File: src/rtl/mem_bus_arbiter.sv
// mem_bus_arbiter: two-requester arbiter sharing one memory port between the
// core (port 0) and a second master (port 1). Live strobes pass straight
// through when granted; losing strobes are latched and replayed later, with
// busy held until the replay completes.
// Build option: define ARB_FIXED_PRIORITY_EN to make port 0 win every tie;
// by default ties are broken round-robin.
module mem_bus_arbiter #(
    parameter int ADDR_WIDTH = 24,
    parameter int DATA_WIDTH = 32
) (
    input  logic                    clk,
    input  logic                    reset,
    input  logic [ADDR_WIDTH-1:0]   s0_addr,
    input  logic [DATA_WIDTH-1:0]   s0_wdata,
    input  logic [DATA_WIDTH/8-1:0] s0_wmask,
    input  logic                    s0_rstrb,
    output logic [DATA_WIDTH-1:0]   s0_rdata,
    output logic                    s0_rbusy,
    output logic                    s0_wbusy,
    input  logic [ADDR_WIDTH-1:0]   s1_addr,
    input  logic [DATA_WIDTH-1:0]   s1_wdata,
    input  logic [DATA_WIDTH/8-1:0] s1_wmask,
    input  logic                    s1_rstrb,
    output logic [DATA_WIDTH-1:0]   s1_rdata,
    output logic                    s1_rbusy,
    output logic                    s1_wbusy,
    output logic [ADDR_WIDTH-1:0]   m_addr,
    output logic [DATA_WIDTH-1:0]   m_wdata,
    output logic [DATA_WIDTH/8-1:0] m_wmask,
    output logic                    m_rstrb,
    input  logic [DATA_WIDTH-1:0]   m_rdata,
    output logic                    m_owner
);
    localparam int MW = DATA_WIDTH / 8;

    typedef enum logic [1:0] {P_IDLE = 2'd0, P_WAIT = 2'd1, P_RESP = 2'd2} pstate_t;

    // Requester side gathered into packed per-port arrays
    logic [1:0][ADDR_WIDTH-1:0] s_addr;
    logic [1:0][DATA_WIDTH-1:0] s_wdata;
    logic [1:0][MW-1:0]         s_wmask;
    logic [1:0]                 s_rstrb;
    logic [1:0][DATA_WIDTH-1:0] s_rdata_v;
    logic [1:0]                 s_rbusy, s_wbusy;

    assign s_addr  = {s1_addr, s0_addr};
    assign s_wdata = {s1_wdata, s0_wdata};
    assign s_wmask = {s1_wmask, s0_wmask};
    assign s_rstrb = {s1_rstrb, s0_rstrb};

    assign s0_rdata = s_rdata_v[0];
    assign s1_rdata = s_rdata_v[1];
    assign s0_rbusy = s_rbusy[0];
    assign s1_rbusy = s_rbusy[1];
    assign s0_wbusy = s_wbusy[0];
    assign s1_wbusy = s_wbusy[1];

    logic [1:0]                 is_wr, strobe, in_wait, in_resp, req_rd;
    logic [1:0]                 cand, grant;
    logic [1:0][ADDR_WIDTH-1:0] pend_addr;
    logic [1:0][DATA_WIDTH-1:0] pend_wdata;
    logic [1:0][MW-1:0]         pend_wmask;
    logic [1:0]                 pend_wr;
    logic                       issue, owner;

    // A port competes if it holds a latched request or strobes now; a strobe
    // while already waiting is illegal and simply ignored (the latched one wins).
    assign cand = reset ? 2'b00 : (in_wait | strobe);

`ifdef ARB_FIXED_PRIORITY_EN
    // Core always wins; port 1 may starve while port 0 keeps requesting.
    assign grant[0] = cand[0];
    assign grant[1] = cand[1] & ~cand[0];
`else
    logic last_grant;

    // On a tie, the port that did not issue last goes first.
    assign grant[0] = cand[0] & (~cand[1] | last_grant);
    assign grant[1] = cand[1] & (~cand[0] | ~last_grant);

    // Remember the most recent issuer; reset to 1 so port 0 wins the first tie.
    always_ff @(posedge clk) begin
        if (reset)
            last_grant <= 1'b1;
        else if (issue)
            last_grant <= owner;
    end
`endif

    assign issue   = |grant;
    assign owner   = grant[1];
    assign m_owner = owner;

    // Downstream mux: replay a latched request, or pass live inputs through.
    always_comb begin
        m_addr  = '0;
        m_wdata = '0;
        m_wmask = '0;
        m_rstrb = 1'b0;
        if (issue) begin
            if (in_wait[owner]) begin
                m_addr  = pend_addr[owner];
                m_wdata = pend_wdata[owner];
                m_wmask = pend_wr[owner] ? pend_wmask[owner] : '0;
                m_rstrb = ~pend_wr[owner];
            end else begin
                m_addr  = s_addr[owner];
                m_wdata = s_wdata[owner];
                m_wmask = s_wmask[owner];
                m_rstrb = ~is_wr[owner];
            end
        end
    end

    for (genvar n = 0; n < 2; n++) begin : g_port
        pstate_t               state;
        logic [ADDR_WIDTH-1:0] p_addr;
        logic [DATA_WIDTH-1:0] p_wdata;
        logic [MW-1:0]         p_wmask;
        logic                  p_wr;
        logic [DATA_WIDTH-1:0] rdata_hold;

        // A write mask takes precedence over a simultaneous read strobe.
        assign is_wr[n]   = |s_wmask[n];
        assign strobe[n]  = s_rstrb[n] | is_wr[n];
        assign in_wait[n] = (state == P_WAIT);
        assign in_resp[n] = (state == P_RESP);
        assign req_rd[n]  = in_wait[n] ? ~p_wr : ~is_wr[n];

        assign pend_addr[n]  = p_addr;
        assign pend_wdata[n] = p_wdata;
        assign pend_wmask[n] = p_wmask;
        assign pend_wr[n]    = p_wr;

        assign s_rbusy[n]   = in_wait[n] & ~p_wr;
        assign s_wbusy[n]   = in_wait[n] &  p_wr;
        assign s_rdata_v[n] = in_resp[n] ? m_rdata : rdata_hold;

        // Per-port request FSM, pending-request latch and read-data hold.
        always_ff @(posedge clk) begin
            if (reset) begin
                state      <= P_IDLE;
                p_addr     <= '0;
                p_wdata    <= '0;
                p_wmask    <= '0;
                p_wr       <= 1'b0;
                rdata_hold <= '0;
            end else begin
                if (state == P_RESP)
                    rdata_hold <= m_rdata;
                if (state == P_WAIT) begin
                    if (grant[n])
                        state <= req_rd[n] ? P_RESP : P_IDLE;
                end else if (strobe[n]) begin
                    if (grant[n]) begin
                        state <= req_rd[n] ? P_RESP : P_IDLE;
                    end else begin
                        state   <= P_WAIT;
                        p_addr  <= s_addr[n];
                        p_wdata <= s_wdata[n];
                        p_wmask <= s_wmask[n];
                        p_wr    <= is_wr[n];
                    end
                end else begin
                    state <= P_IDLE;
                end
            end
        end

        // Requesters must not strobe again while their latched request waits.
        always @(posedge clk) begin
            if (!reset && in_wait[n])
                assert (!strobe[n]) else $error("port %0d strobed while waiting", n);
        end
    end

endmodule

File: config.mk
export PLATFORM = sky130hd
export DESIGN_NAME = mem_bus_arbiter
export DESIGN_NICKNAME = d
export VERILOG_FILES = /design/src/rtl/mem_bus_arbiter.sv
export SDC_FILE = /design/constraint.sdc
export NUM_CORES = 1
export LEC_CHECK = 0
export BUFFER_PORTS_ARGS = -buffer_cell sky130_fd_sc_hd__buf_2
export CORE_ASPECT_RATIO = 0.8
export CORE_MARGIN = 1
export CORE_UTILIZATION = 30
export CTS_CLUSTER_DIAMETER = 120
export DETAILED_ROUTE_END_ITERATION = 7
export GPL_ROUTABILITY_DRIVEN = 0
export HOLD_SLACK_MARGIN = 0.15
export PLACE_DENSITY = 0.51
export SLEW_MARGIN = 40
export SYNTH_ARGS = -nofsm -noshare
export SYNTH_HDL_FRONTEND = slang
export SYNTH_SLANG_ARGS = --single-unit
File: constraint.sdc
create_clock -name clk -period 2.4 [get_ports clk]
set_input_delay 0.12 -clock clk [delete_from_list [all_inputs] [get_ports clk]]
set_output_delay 0.12 -clock clk [all_outputs]
set_load 0.03 [all_outputs]
* After elaboration in Yosys (flattened, before gate mapping)
Index checks and enable logic that the tools add are counted.
** Operators by class
- Magnitude comparators :: 1
- Multiplexer cells :: 42
- Reduce and logical (&&, ||, !) cells :: 5
- Bitwise logic cells :: 24
- Equal/unequal tests :: 6
** Operators with widths (number)
- $mux W32 :: 8
- $mux W24 :: 6
- $mux W4 :: 7
- $mux W2 :: 11
- $not A1 Y1 :: 13
- $mux W1 :: 10
- $reduce_or A4 Y1 :: 2
- $and A1 B1 Y1 :: 6
- $reduce_and A3 Y1 :: 2
- $eq A2 B1 Y1 const B :: 2
- $eq A2 B2 Y1 const B :: 2
- $ne A2 B1 Y1 const B :: 2
- $or A1 B1 Y1 :: 4
- $lt A1 B2 Y1 const B :: 1
- $or A2 B2 Y2 :: 1
- $reduce_or A2 Y1 :: 1
** Word-level totals
- Logic and storage cells :: 91
- Output and inout port bits :: 130
- Bits in registers :: 191

* Longest topological paths before layout
- Depth after elaboration :: 12
- Depth in mapped cells :: 8
- Depth with buffers taken out :: 6

* Worst setup path before layout
OpenSTA, ideal clock, no wires.
- Path type :: in2out
- Start :: in s0_wmask[0]
- End :: out m_rstrb
- Stages on the path :: 7
- Arrival :: 2.351 ns
- Path slack :: -0.071 ns
- Path through :: or4_1 > buf_2 > o21a_4 > a211oi_4 > buf_8 > mux2_1 > o22ai_1
** Between the ends
- Longest elaborated chain between the ends :: 12
** RTL lines
- from (decl) :: RTL line 15 : input logic [DATA_WIDTH/8-1:0] s0_wmask,
- $reduce_or A4 Y1 * :: RTL line 124 : assign is_wr[n] = |s_wmask[n];
- $or A1 B1 Y1 :: RTL line 125 : assign strobe[n] = s_rstrb[n] | is_wr[n];
- $or A2 B2 Y2 :: RTL line 68 : assign cand = reset ? 2'b00 : (in_wait | strobe);
- $mux W2 :: RTL line 68
- $not A1 Y1 :: RTL line 79 : assign grant[1] = cand[1] & (~cand[0] | ~last_grant);
- $or A1 B1 Y1 :: RTL line 79
- $and A1 B1 Y1 :: RTL line 79
- $mux W1 (on tied branches) (2 in series) :: RTL line 110, 105
- $not A1 Y1 (on tied branches) :: RTL line 110, 105
- $mux W1 :: RTL line 101 : if (in_wait[owner]) begin
- $mux W1 * :: RTL line 100 : if (issue) begin
- to (decl) :: RTL line 30 : output logic m_rstrb,
Every way passes the cells marked *; elsewhere a longest branch is shown, timed or not. The select of a mux whose other input is x is not followed.

* Worst setup path in the final report
- Start :: reg g_port[1].state[0]
- End :: out m_addr[11]
** Between the ends
- Longest elaborated chain between the ends :: 8
** RTL lines
- from (decl) :: RTL line 116 : pstate_t state;
- from (signal assigned) :: RTL line 153 : state <= req_rd[n] ? P_RESP : P_IDLE;
- from (signal assigned) :: RTL line 156 : state <= req_rd[n] ? P_RESP : P_IDLE;
- $eq A2 B1 Y1 * :: RTL line 126 : assign in_wait[n] = (state == P_WAIT);
- $or A2 B2 Y2 :: RTL line 68
- $mux W2 :: RTL line 68
- $and A1 B1 Y1 or $not A1 Y1 (tied branches) :: RTL line 79, 78
- $mux W24 (not written as such) (tied with other cells) (2 in series) :: RTL line 107 : m_addr = s_addr[owner];
- $mux W24 or $reduce_or A2 Y1 (tied branches) :: RTL line 101, 90
- $mux W24 * :: RTL line 100
- to (decl) :: RTL line 27 : output logic [ADDR_WIDTH-1:0] m_addr,
Marks and branches as above.

==> flow_metrics.env <==
export IMPL_sequentialPowerShare_pct=39.9
export IMPL_synth_area_um2=9240
export IMPL_status="finished with violations"
export IMPL_antenna_left=0
export IMPL_avgSynthCellArea_um2=10.7
export IMPL_violations="setup timing"
export IMPL_fin_nets=1487
export IMPL_dieArea_um2=31500
export IMPL_synthArstFlopShare_pct=0
export IMPL_max_freq_mhz=394
export IMPL_fin_ws_ps=-140
export IMPL_first_pass_iters=4
export IMPL_gr_total_overflow=0
export IMPL_vias_per_cell=4.64
export IMPL_vdd_drop_max_uv=468
export IMPL_cts_buffers=17
export IMPL_dp_final_hpwl_um=18200
export IMPL_io_buffers=285
export IMPL_grt_max_degree=80
export IMPL_worstPathRequired_ps=2280
export IMPL_hold_viol=0
export IMPL_cts_path_max_buffers=2
export IMPL_setup_worst_path_end_class="output pin"
export IMPL_drt_iter0_markers=237
export IMPL_drc_errors=0
export IMPL_wire_per_inst_um=16.4
export IMPL_switchingPower_mw=2.67
export IMPL_start_util_pct=30.5
export IMPL_switching_share_pct=30.6
export IMPL_clkSinkCount=191
export IMPL_cts_root_buf="clkbuf_16"
export IMPL_maxCapViolations=0
export IMPL_ys_types=41
export IMPL_grt_pass1_wl_um=44900
export IMPL_dieHeight_um=159
export IMPL_ys_seq_area_share_pct=41.4
export IMPL_fin_tns_setup_ps=-4610
export IMPL_setup_viol=59
export IMPL_final_cells=1757
export IMPL_hold_class="primary input to flop"
export IMPL_rows=57
export IMPL_maxSlewViolCount=0
export IMPL_netlist_instances=862
export IMPL_core_area_um2=30300
export IMPL_rsz0062_at_grt="yes"
export IMPL_synth_area_leaders="dfxtp_1 (41%), mux2i_1 (26%), mux2_2 (7.8%), o22ai_2 (6.1%), nor2_1 (5.1%)"
export IMPL_routed_wl_um=28800
export IMPL_vias=8146
export IMPL_ys_flop_type="dfxtp_1"
export IMPL_drive_gt1_share_pct=43.8
export IMPL_clock_power_share_pct=32.2
export IMPL_dp_cells=1537
export IMPL_synth_seq_cells=191
export IMPL_antenna_found_initial=0
export IMPL_pre_cts_ws_ps=-119
export IMPL_critPathMaxFanout=15
export IMPL_synth_nets=1018
export IMPL_synth_enable_flop_cells=0
export IMPL_worstSetupPathType="flop to output pin"
export IMPL_n_antenna_cell=0
export IMPL_leakage_nw=6.56
export IMPL_area_delta_synth_final_pct=59.7
export IMPL_yosys_area_top_type_share_pct=41.4
export IMPL_post_route_period_util_pct=106
export IMPL_pwr_share_comb_pct=27.9
export IMPL_cts_tree="done"
export IMPL_htree_levels=4
export IMPL_insertion_delay_ps=430
export IMPL_r2r_slack_ps=70
export IMPL_tightest_slew_ps=653
export IMPL_cp_start_kind="flop"
export IMPL_ios=286
export IMPL_fin_skew_ps=12.8
export IMPL_fin_crit_ps=2540
export IMPL_track_usage_pct=18.0
export IMPL_final_common_cell="buf_2"
export IMPL_grt_pass1_vias=8275
export IMPL_layout_common_cells="buf_2 (230), dfxtp_1 (187), mux2i_1 (175)"
export IMPL_ys_warn_count=0
export IMPL_arrival_ps=2420
export IMPL_fillers=2830
export IMPL_intPower_mw=6.06
export IMPL_yosysTopAreaCell="dfxtp_1"
export IMPL_die_width_um=198
export IMPL_p_per_area_nw_per_um2=591
export IMPL_max_slew_margin_rel_pct=56.4
export IMPL_clkSlewWorstSetupHoldPaths_ps=70
worst paths after layout:
check	depth (start not counted)	from	end
setup / recovery	10	g_port[1].state[0]$_SDFFE_PP0P_	m_addr[11]
hold / removal	4	s0_wmask[1]	g_port[0].state[0]$_SDFFE_PP0P_
hold reg to reg	2	g_port[0].p_wdata[13]$_SDFFE_PP0P_	g_port[0].p_wdata[13]$_SDFFE_PP0P_
setup reg to reg	8	g_port[0].state[0]$_SDFFE_PP0P_	g_port[1].p_wdata[10]$_SDFFE_PP0P_
what timing repair did:
action | 4_1_cts | 5_1_grt
pin swaps | 11 | 13
endpoints found under the hold margin | 188 | 0
gates resized for setup | 126 | 82
hold buffers | 164 | 0
buffers inserted | 16 | 3
cloned | 3 | 3
endpoints found under the setup margin | 62 | 66
state kept, by name (all words and copies together), names as in the netlist:
register and count:
g_port.p_wdata 64, g_port.p_wr 2, g_port.p_wmask 8, last_grant 1
g_port.rdata_hold 64, g_port.p_addr 48, g_port.state 4
critical path, stage by stage (launching register included):
cell      delay (ps)
dfxtp_2          340
nor2b_4          180
buf_6            130
a21oi_4           60
a211oi_4         240
buf_6            160
buf_12           150
buf_12           190
mux2i_1          260
o22ai_2          110
buf_4            180
through the flow:
stage | instance area, um^2 | hold slack [ps] | total power [mW] | util [%]
2_1_floorplan | 9260 | 264 | 4.78 | -
3_3_place_gp | 11400 | 362 | 5.38 | 37.7
3_5_place_dp | 11400 | 372 | 5.40 | 37.7
4_1_cts | 14300 | 187 | 8.69 | 47.2
5_1_grt | 14800 | 218 | 9.17 | 48.7
6_report | 14800 | 220 | 8.73 | 48.7
cell type report:
type                    count  area (um^2)  area share [%]
flip-flops and latches    191         3830            26.0
well taps                 413          517            3.50
repair buffers            522         4280            29.0
clock inverters            12          111           0.755
multi-input cells         596         5550            37.6
clock buffers              20          447            3.03
inverters                   3         16.3           0.110
power groups by stage:
stage                     clock network [mW]  registers, mW  logic [mW]
after global routing                    3.07           3.50        2.60
after global placement                     0           3.52        1.86
after CTS                               2.92           3.46        2.30
final                                   2.81           3.48        2.44
after floorplan                            0           3.50        1.28
after detailed placement                   0           3.53        1.87
cell usage after synthesis (5+ instances only):
cell / n
and2_1: 66
dfxtp_1: 191
o22ai_2: 45
mux2i_1: 236
nor2_1: 125
o22ai_1: 12
buf_2: 24
buf_8: 5
nand4_1: 8
buf_1: 6
clkbuf_1: 27
mux2_2: 64
cell families after synthesis:
logic type	share of synthesized area (%)
and+or+nand+nor	11.3
muxes	33.6
AOI/OAI and AO/OA	8.75
buffers and inverters	4.93
DFF	41.4
per-layer routing:
layer	vias to the layer above	GRT usage [%]	part of all wire [%]
met1	3940	24.2	47
met4	0	4.97	1.2
li1	3996	-	-
met5	-	0	0
met2	188	29.6	48
met3	22	3.09	4.1
Power figures use the tool's default switching activity.
